### src/rtl/child_palette_encoder_if.sv
// Pixel stream, palette-table write port and error-count bundle for child_palette_encoder.
// The master modport is the side that sources pixels and table writes; the slave is the encoder.
interface child_palette_encoder_if;
    logic        in_valid;
    logic [23:0] in_rgb;
    logic        in_ready;
    logic        out_valid;
    logic [7:0]  out_index;
    logic        out_mismatch;
    logic        out_last;
    logic        out_ready;
    logic        tbl_we;
    logic [7:0]  tbl_addr;
    logic [15:0] tbl_gb;
    logic        err_clr;
    logic [15:0] err_count;

    modport master (
        output in_valid, in_rgb, out_ready, tbl_we, tbl_addr, tbl_gb, err_clr,
        input  in_ready, out_valid, out_index, out_mismatch, out_last, err_count
    );

    modport slave (
        input  in_valid, in_rgb, out_ready, tbl_we, tbl_addr, tbl_gb, err_clr,
        output in_ready, out_valid, out_index, out_mismatch, out_last, err_count
    );
endinterface

### src/rtl/child_palette_encoder.sv
// Two-stage palette encoder: index = red byte, optional G/B check against a 256x16 table.
// Define CHILD_PAL_CHECK_EN to build the table, compare and error counter.
module child_palette_encoder #(
    parameter int unsigned FRAME_PIXELS = 4096
) (
    input logic                    clk,
    input logic                    rst_n,
    child_palette_encoder_if.slave bus
);
    localparam logic [15:0] LastPixel = 16'(FRAME_PIXELS - 1);

    logic        advance;
    logic        xfer;
    logic        s1_valid_q;
    logic [23:0] s1_rgb_q;
    logic        s2_valid_q;
    logic [23:0] s2_rgb_q;
    logic [15:0] pix_cnt_q;
    logic [15:0] pix_cnt_d;
    logic        mismatch;

    // Both stages move together; a stalled output freezes the whole pipe.
    assign advance      = !s2_valid_q || bus.out_ready;
    assign xfer         = s2_valid_q && bus.out_ready;
    assign bus.in_ready = advance;

    always_ff @(posedge clk or negedge rst_n) begin
        if (!rst_n) begin
            s1_valid_q <= 1'b0;
            s1_rgb_q   <= 24'h0;
            s2_valid_q <= 1'b0;
            s2_rgb_q   <= 24'h0;
        end else if (advance) begin
            s1_valid_q <= bus.in_valid;
            s1_rgb_q   <= bus.in_rgb;
            s2_valid_q <= s1_valid_q;
            s2_rgb_q   <= s1_rgb_q;
        end
    end

    always_comb begin
        pix_cnt_d = pix_cnt_q;
        if (xfer) begin
            pix_cnt_d = bus.out_last ? 16'h0 : pix_cnt_q + 16'h1;
        end
    end

    always_ff @(posedge clk or negedge rst_n) begin
        if (!rst_n) begin
            pix_cnt_q <= 16'h0;
        end else begin
            pix_cnt_q <= pix_cnt_d;
        end
    end

    assign bus.out_valid    = s2_valid_q;
    assign bus.out_index    = s2_rgb_q[23:16];
    assign bus.out_last     = s2_valid_q && (pix_cnt_q == LastPixel);
    assign bus.out_mismatch = s2_valid_q && mismatch;

`ifdef CHILD_PAL_CHECK_EN
    logic [15:0] tbl_mem [256];
    logic [15:0] rd_q;
    logic [15:0] err_q;
    logic [15:0] err_d;

    // Table is never reset; a same-cycle write is seen by the read one cycle later.
    always_ff @(posedge clk) begin
        if (bus.tbl_we) begin
            tbl_mem[bus.tbl_addr] <= bus.tbl_gb;
        end
        if (advance) begin
            rd_q <= tbl_mem[s1_rgb_q[23:16]];
        end
    end

    assign mismatch = (s2_rgb_q[15:0] != rd_q);

    always_comb begin
        err_d = err_q;
        if (bus.err_clr) begin
            err_d = 16'h0;
        end else if (xfer && bus.out_mismatch && (err_q != 16'hFFFF)) begin
            err_d = err_q + 16'h1;
        end
    end

    always_ff @(posedge clk or negedge rst_n) begin
        if (!rst_n) begin
            err_q <= 16'h0;
        end else begin
            err_q <= err_d;
        end
    end

    assign bus.err_count = err_q;
`else
    logic unused_cfg;

    assign mismatch      = 1'b0;
    assign bus.err_count = 16'h0;
    assign unused_cfg    = ^{bus.tbl_we, bus.tbl_addr, bus.tbl_gb, bus.err_clr, s2_rgb_q[15:0]};
`endif
endmodule

### src/flat_wrapper.sv
// flat-port wrapper written by rule: the top's interface ports become plain ports
module child_palette_encoder_flat 
#(
    parameter int unsigned FRAME_PIXELS = 4096
)
  (clk, rst_n, bus_in_valid, bus_in_rgb, bus_out_ready, bus_tbl_we, bus_tbl_addr, bus_tbl_gb, bus_err_clr, bus_in_ready, bus_out_valid, bus_out_index, bus_out_mismatch, bus_out_last, bus_err_count);
  child_palette_encoder_if bus_i ();
  input logic clk;
  input logic rst_n;
  input wire logic [$bits(bus_i.in_valid)-1:0] bus_in_valid;
  input wire logic [$bits(bus_i.in_rgb)-1:0] bus_in_rgb;
  input wire logic [$bits(bus_i.out_ready)-1:0] bus_out_ready;
  input wire logic [$bits(bus_i.tbl_we)-1:0] bus_tbl_we;
  input wire logic [$bits(bus_i.tbl_addr)-1:0] bus_tbl_addr;
  input wire logic [$bits(bus_i.tbl_gb)-1:0] bus_tbl_gb;
  input wire logic [$bits(bus_i.err_clr)-1:0] bus_err_clr;
  output wire logic [$bits(bus_i.in_ready)-1:0] bus_in_ready;
  output wire logic [$bits(bus_i.out_valid)-1:0] bus_out_valid;
  output wire logic [$bits(bus_i.out_index)-1:0] bus_out_index;
  output wire logic [$bits(bus_i.out_mismatch)-1:0] bus_out_mismatch;
  output wire logic [$bits(bus_i.out_last)-1:0] bus_out_last;
  output wire logic [$bits(bus_i.err_count)-1:0] bus_err_count;
  assign bus_i.in_valid = bus_in_valid;
  assign bus_i.in_rgb = bus_in_rgb;
  assign bus_i.out_ready = bus_out_ready;
  assign bus_i.tbl_we = bus_tbl_we;
  assign bus_i.tbl_addr = bus_tbl_addr;
  assign bus_i.tbl_gb = bus_tbl_gb;
  assign bus_i.err_clr = bus_err_clr;
  assign bus_in_ready = bus_i.in_ready;
  assign bus_out_valid = bus_i.out_valid;
  assign bus_out_index = bus_i.out_index;
  assign bus_out_mismatch = bus_i.out_mismatch;
  assign bus_out_last = bus_i.out_last;
  assign bus_err_count = bus_i.err_count;
  child_palette_encoder #(.FRAME_PIXELS(FRAME_PIXELS)) u_core (.clk(clk), .rst_n(rst_n), .bus(bus_i));
endmodule
### config.mk
export PLATFORM = sky130hd
export DESIGN_NAME = child_palette_encoder_flat
export DESIGN_NICKNAME = d
export VERILOG_FILES = /design/src/rtl/child_palette_encoder_if.sv /design/src/rtl/child_palette_encoder.sv /design/src/flat_wrapper.sv
export SDC_FILE = /design/constraint.sdc
export NUM_CORES = 1
export LEC_CHECK = 0
export BUFFER_PORTS_ARGS = -buffer_cell sky130_fd_sc_hd__buf_4
export CORE_ASPECT_RATIO = 1.2
export CORE_MARGIN = 2
export CORE_UTILIZATION = 40
export CTS_CLUSTER_SIZE = 24
export DETAILED_ROUTE_END_ITERATION = 6
export GPL_ROUTABILITY_DRIVEN = 0
export PLACE_DENSITY = 0.7
export RECOVER_POWER = 25
export SYNTH_ARGS = -nofsm -noshare
export SYNTH_HDL_FRONTEND = slang
export SYNTH_SLANG_ARGS = --single-unit
### constraint.sdc
create_clock -name clk -period 3.8 [get_ports clk]
set_input_delay 0.76 -clock clk [delete_from_list [all_inputs] [get_ports clk]]
set_output_delay 0.76 -clock clk [all_outputs]
set_load 0.005 [all_outputs]
Yosys cells after proc, flatten, opt, wreduce, memory -nomap -nowiden. Cells that the tools add are included.

Mux-type cells: 1. Equal/unequal tests: 1. Reductions and logical operators: 4. Add/sub/neg operators: 1.

Operators by type and width (count): $add 16x1->16 const B (1); $eq 16x12->1 const B (1); $mux 16 (1); $logic_and 1x1->1 (2); $logic_not 1->1 (1); $logic_or 1x1->1 (1).

Register bits: 66. Output and inout port bits: 28. Bits of input ports: 54. Word-level logic and storage cells: 12.

Depth between registers and ports, before layout.
Word-level depth: 3. Mapped depth: 5. Depth with buffers taken out: 5.

Least setup slack after synthesis. Ideal clock, no wire load.

Kind: in2out. Start: input port bus_out_ready. End: output port bus_in_ready. Buffers on the path: 2. Data required time: 3040 ps. Slack: 1771 ps. Arrival time: 1269 ps. Cell stages on the path: 3. Cell sequence: nand2b_1 > buf_2 > buf_2.

Cells in the longest elaborated chain, start to end: 1.

Ends and longest elaborated chain: from (decl) (line flat_wrapper.sv:12) `input wire logic [$bits(bus_i.out_ready)-1:0] bus_out_ready;`; $logic_or 1x1->1 (line child_palette_encoder.sv:23) `assign advance = !s2_valid_q || bus.out_ready;`; to (decl) (line flat_wrapper.sv:17) `output wire logic [$bits(bus_i.in_ready)-1:0] bus_in_ready;`.

No other way between the ends.

Worst setup path in the final report.
Start: register u_core.pix_cnt_q[12]. End: output port bus_out_last.

Cells in the longest elaborated chain, start to end: 2.

Ends and longest elaborated chain: from (decl) (line child_palette_encoder.sv:18) `logic [15:0] pix_cnt_q;`; from (signal assigned) (line child_palette_encoder.sv:52) `pix_cnt_q <= pix_cnt_d;`; $eq 16x12->1 (line child_palette_encoder.sv:58) `assign bus.out_last = s2_valid_q && (pix_cnt_q == LastPixel);`; $logic_and 1x1->1 (line child_palette_encoder.sv:58); to (decl) (line flat_wrapper.sv:21) `output wire logic [$bits(bus_i.out_last)-1:0] bus_out_last;`.

No other way between the ends.

==> impl_metrics.csv <==
group,metric,value,unit
grt,overflow,0,
sta,tns,0,ns
worst_hold_path,whs_path_depth,1,
setup_path,critical_path.startpoint_type,"flip-flop",
grt,grt_pass1_vias,1009,
detailed_routing,drc,0,
finish,drive_above_1_share,27.0,%
detailed_routing,drt-pass1-iter-count,4,
detailed_routing,wire_per_inst,12.2,um
worst_hold_path,min_to,"u_core.bus.out_valid$_DFFE_PN0P_",
floorplan,fp-row-count,25,
setup_path,worstReg2RegStart,"u_core.pix_cnt_q[9]$_DFFE_PN0P_",
setup_path,reg2reg_to,"u_core.pix_cnt_q[5]$_DFFE_PN0P_",
status,violations,"max-capacitance violations, max-slew violations",
sta,hold_violations,0,
finish,diodes,0,
setup_path,worst-endpoint-arrival,1.67,ns
sta,finClkSkew,0.00533,ns
synthesis,seq_area_frac_synth,52.0,%
clock_tree,path_clk_slew,0.07,ns
synthesis,ys_seq_elements,34,
floorplan,fp.dieH,74.1,um
placed_design,dp.final_hpwl,2000,um
clock_tree,ctsHtreeMaxLevel,2,
sta,slew_violations,35,
clock_tree,clock_latency,0.29,ns
placed_design,numPortBuffers,22,
synthesis,synth_top_area_cell,"dfrtp_1",
floorplan,die_area,4620,um2
worst_hold_path,worst_hold_path_type,"reg -> reg",
floorplan,start_util,41.5,%
setup_path,crit_path_top_delay_cell,"dfrtp_1",
setup_path,crit_chain,"nor4_1 > nand2_1 > nor4_2 > buf_4",
clock_tree,hold_buffers,0,
synthesis,netlist.area_leader.share,52.0,%
setup_path,regToRegSetupSlack,2.32,ns
finish,finalNetCount,217,
synthesis,synth_area,1640,um2
sta,timing.fmax,0.412,GHz
clock_tree,cts_setup_buffers,0,
synthesis,netlist_instances,135,
floorplan,fp.coreArea,3940,um2
clock_tree,cts_buffer_depth,2,
worst_hold_path,hp-start,"u_core.s1_valid_q$_DFFE_PN0P_",
sta,worst_slew_pin_slew,1.76,ns
setup_path,max_stage_delay,0.42,ns
grt,grt_first_pass_wirelength,4400,um
detailed_routing,drt_iter0_drc,18,
sta,min_period,2.43,ns
clock_tree,cts_made_buffers,5,
clock_tree,cts_resized,0,
setup_path,cp-end-kind,"output port",
placed_design,dp_slack,1.63,ns
grt,grt_max_degree,35,
sta,setup_slack,1.37,ns
finish,syn2layout_area_growth,15.7,%
sta,fin_crit_sh,63.9,%
setup_path,path_class,"reg -> out",
detailed_routing,ant_nets,0,
run,cap_violations,1,
sta,setup_viol,0,
sta,rsz0062_at_grt,"false",
clock_tree,cts_tree,"yes",
detailed_routing,drt_wl_total,2640,um
setup_path,reg2reg_depth,4,
floorplan,die_x,62.4,um
detailed_routing,vias_per_cell,4.62,
sta,relSlewSlack,-17.4,%
placed_design,placed_area,1800,um2
clock_tree,cts-root-buf,"clkbuf_8",
synthesis,avgSynthCellArea,12.1,um2
synthesis,ys_types,29,
power,vdd_drop_max,287,uV
synthesis,yosysWarnings,0,
finish,fin_area,1890,um2
detailed_routing,routed-via-count,1002,
synthesis,yosys-top-cells-area,"dfrtp_1 52%, mux2_1 12%, buf_4 7.8%, xnor2_1 5.9%, nor4_2 2.3%",
floorplan,ioPinCount,82,
clock_tree,cts_sinks,34,
power,p_per_area,478,nW/um2
setup_path,cp.required,3.04,ns
status,status,"finished, violations left",
power,p_leak,0.859,nW
setup_path,cp_max_fo,4,
grt,antenna_found_initial,0,
grt,grt.total_usage,12.4,%
final cells by class:
| cell class | instances | area (um2) |
|---|---|---|
| Fill cell | 371 | 2050 |
| Sequential cell | 34 | 851 |
| Multi-Input combinational cell | 94 | 693 |
| Timing Repair Buffer | 23 | 169 |
| Clock buffer | 6 | 82.6 |
| Tap cell | 54 | 67.6 |
| Clock inverter | 2 | 16.3 |
| Inverter | 4 | 15.0 |
metal layers:
metal  part of all wire (%)  track usage (%)
met4                    1.5             5.68
met1                     39             13.1
met5                      0                0
met2                     53             22.5
met3                    6.2             4.39
worst max-delay path: cells and delay by family (launching register included):
family / cells / cell delay, ns
AND/OR/NAND/NOR: 3 / 0.78
flip-flops: 1 / 0.42
buffers and inverters: 1 / 0.18
cells in the final DEF (no fill, tap or decap), types with 2 or more instances in the layout:
cell type	n
dfrtp_1	34
nand4_1	2
nor3_1	3
o21ai_1	2
nor4_2	3
nand2b_1	2
xnor2_1	11
inv_1	4
nor2_1	3
buf_4	22
nand3_1	6
mux2_1	17
clkbuf_8	6
nor4_1	2
conb_1	17
nand2_1	8
nor2_2	5
xor2_1	2
through the flow:
stage	hold WS, ns	utilization [%]	instances	power, mW
floorplan	0.427	-	151	0.569
global placement	0.449	45.7	209	0.617
detailed placement	0.457	45.7	209	0.630
CTS	0.415	48.2	217	0.919
global route	0.497	48.1	217	0.953
finish	0.468	48.1	217	0.905
synth_stat cells:
| master | n |
|---|---|
| or2_0 | 1 |
| mux2_1 | 17 |
| xor2_1 | 2 |
| or2_1 | 1 |
| nor4_4 | 1 |
| and3_1 | 1 |
| nand3_2 | 1 |
| nand3_1 | 6 |
| nor2_2 | 5 |
| and2b_4 | 1 |
| nor3_1 | 3 |
| nand2_1 | 8 |
| buf_2 | 2 |
| o21ai_0 | 1 |
| xnor2_1 | 11 |
| nor4_1 | 2 |
| inv_1 | 4 |
| nor3_4 | 1 |
| nand2_2 | 1 |
| dfrtp_1 | 34 |
| nand2b_1 | 2 |
| nor2_1 | 3 |
| nor4_2 | 3 |
| nand4_1 | 2 |
| o21ai_1 | 2 |
| nand4_4 | 1 |
| buf_4 | 17 |
| conb_1 | 1 |
| ha_1 | 1 |
cell families (layout without fill, tap and decap cells):
| logic type | after synthesis | after routing | synth area share, % |
|---|---|---|---|
| buffers and inverters | 23 | 35 | 9.33 |
| XOR/XNOR | 13 | 13 | 6.96 |
| flip-flops | 34 | 34 | 52.0 |
| other | 1 | 17 | 0.229 |
| multiplexers | 17 | 17 | 11.7 |
| AO/OA/AOI/OAI | 3 | 3 | 0.917 |
| adder cells (fa/ha/maj) | 1 | 1 | 0.764 |
| AND/OR/NAND/NOR | 43 | 43 | 18.1 |
worst max path at each step:
stage	startpoint	endpoint	slack, ns
detailed placement	bus_out_ready	bus_in_ready	1.63
finish	u_core.pix_cnt_q[12]$_DFFE_PN0P_	bus_out_last	1.37
global placement	bus_out_ready	bus_in_ready	1.64
CTS	u_core.pix_cnt_q[12]$_DFFE_PN0P_	bus_out_last	1.36
global route	u_core.pix_cnt_q[12]$_DFFE_PN0P_	bus_out_last	1.20
floorplan	bus_out_ready	bus_in_ready	1.77
sequential cells by signal (all words and copies together), names as in the netlist:
name and flops:
u_core.bus.out_valid 1, u_core.s1_rgb_q 8, u_core.s2_rgb_q 8, u_core.s1_valid_q 1, u_core.pix_cnt_q 16
power by group:
group | leakage, nW | switching, mW | internal (mW) | total (mW)
clock network | 0.0478 | 0.138 | 0.149 | 0.287
registers | 0.414 | 0.0495 | 0.416 | 0.466
logic | 0.397 | 0.0731 | 0.0789 | 0.152
Power figures use the tool's default switching activity.
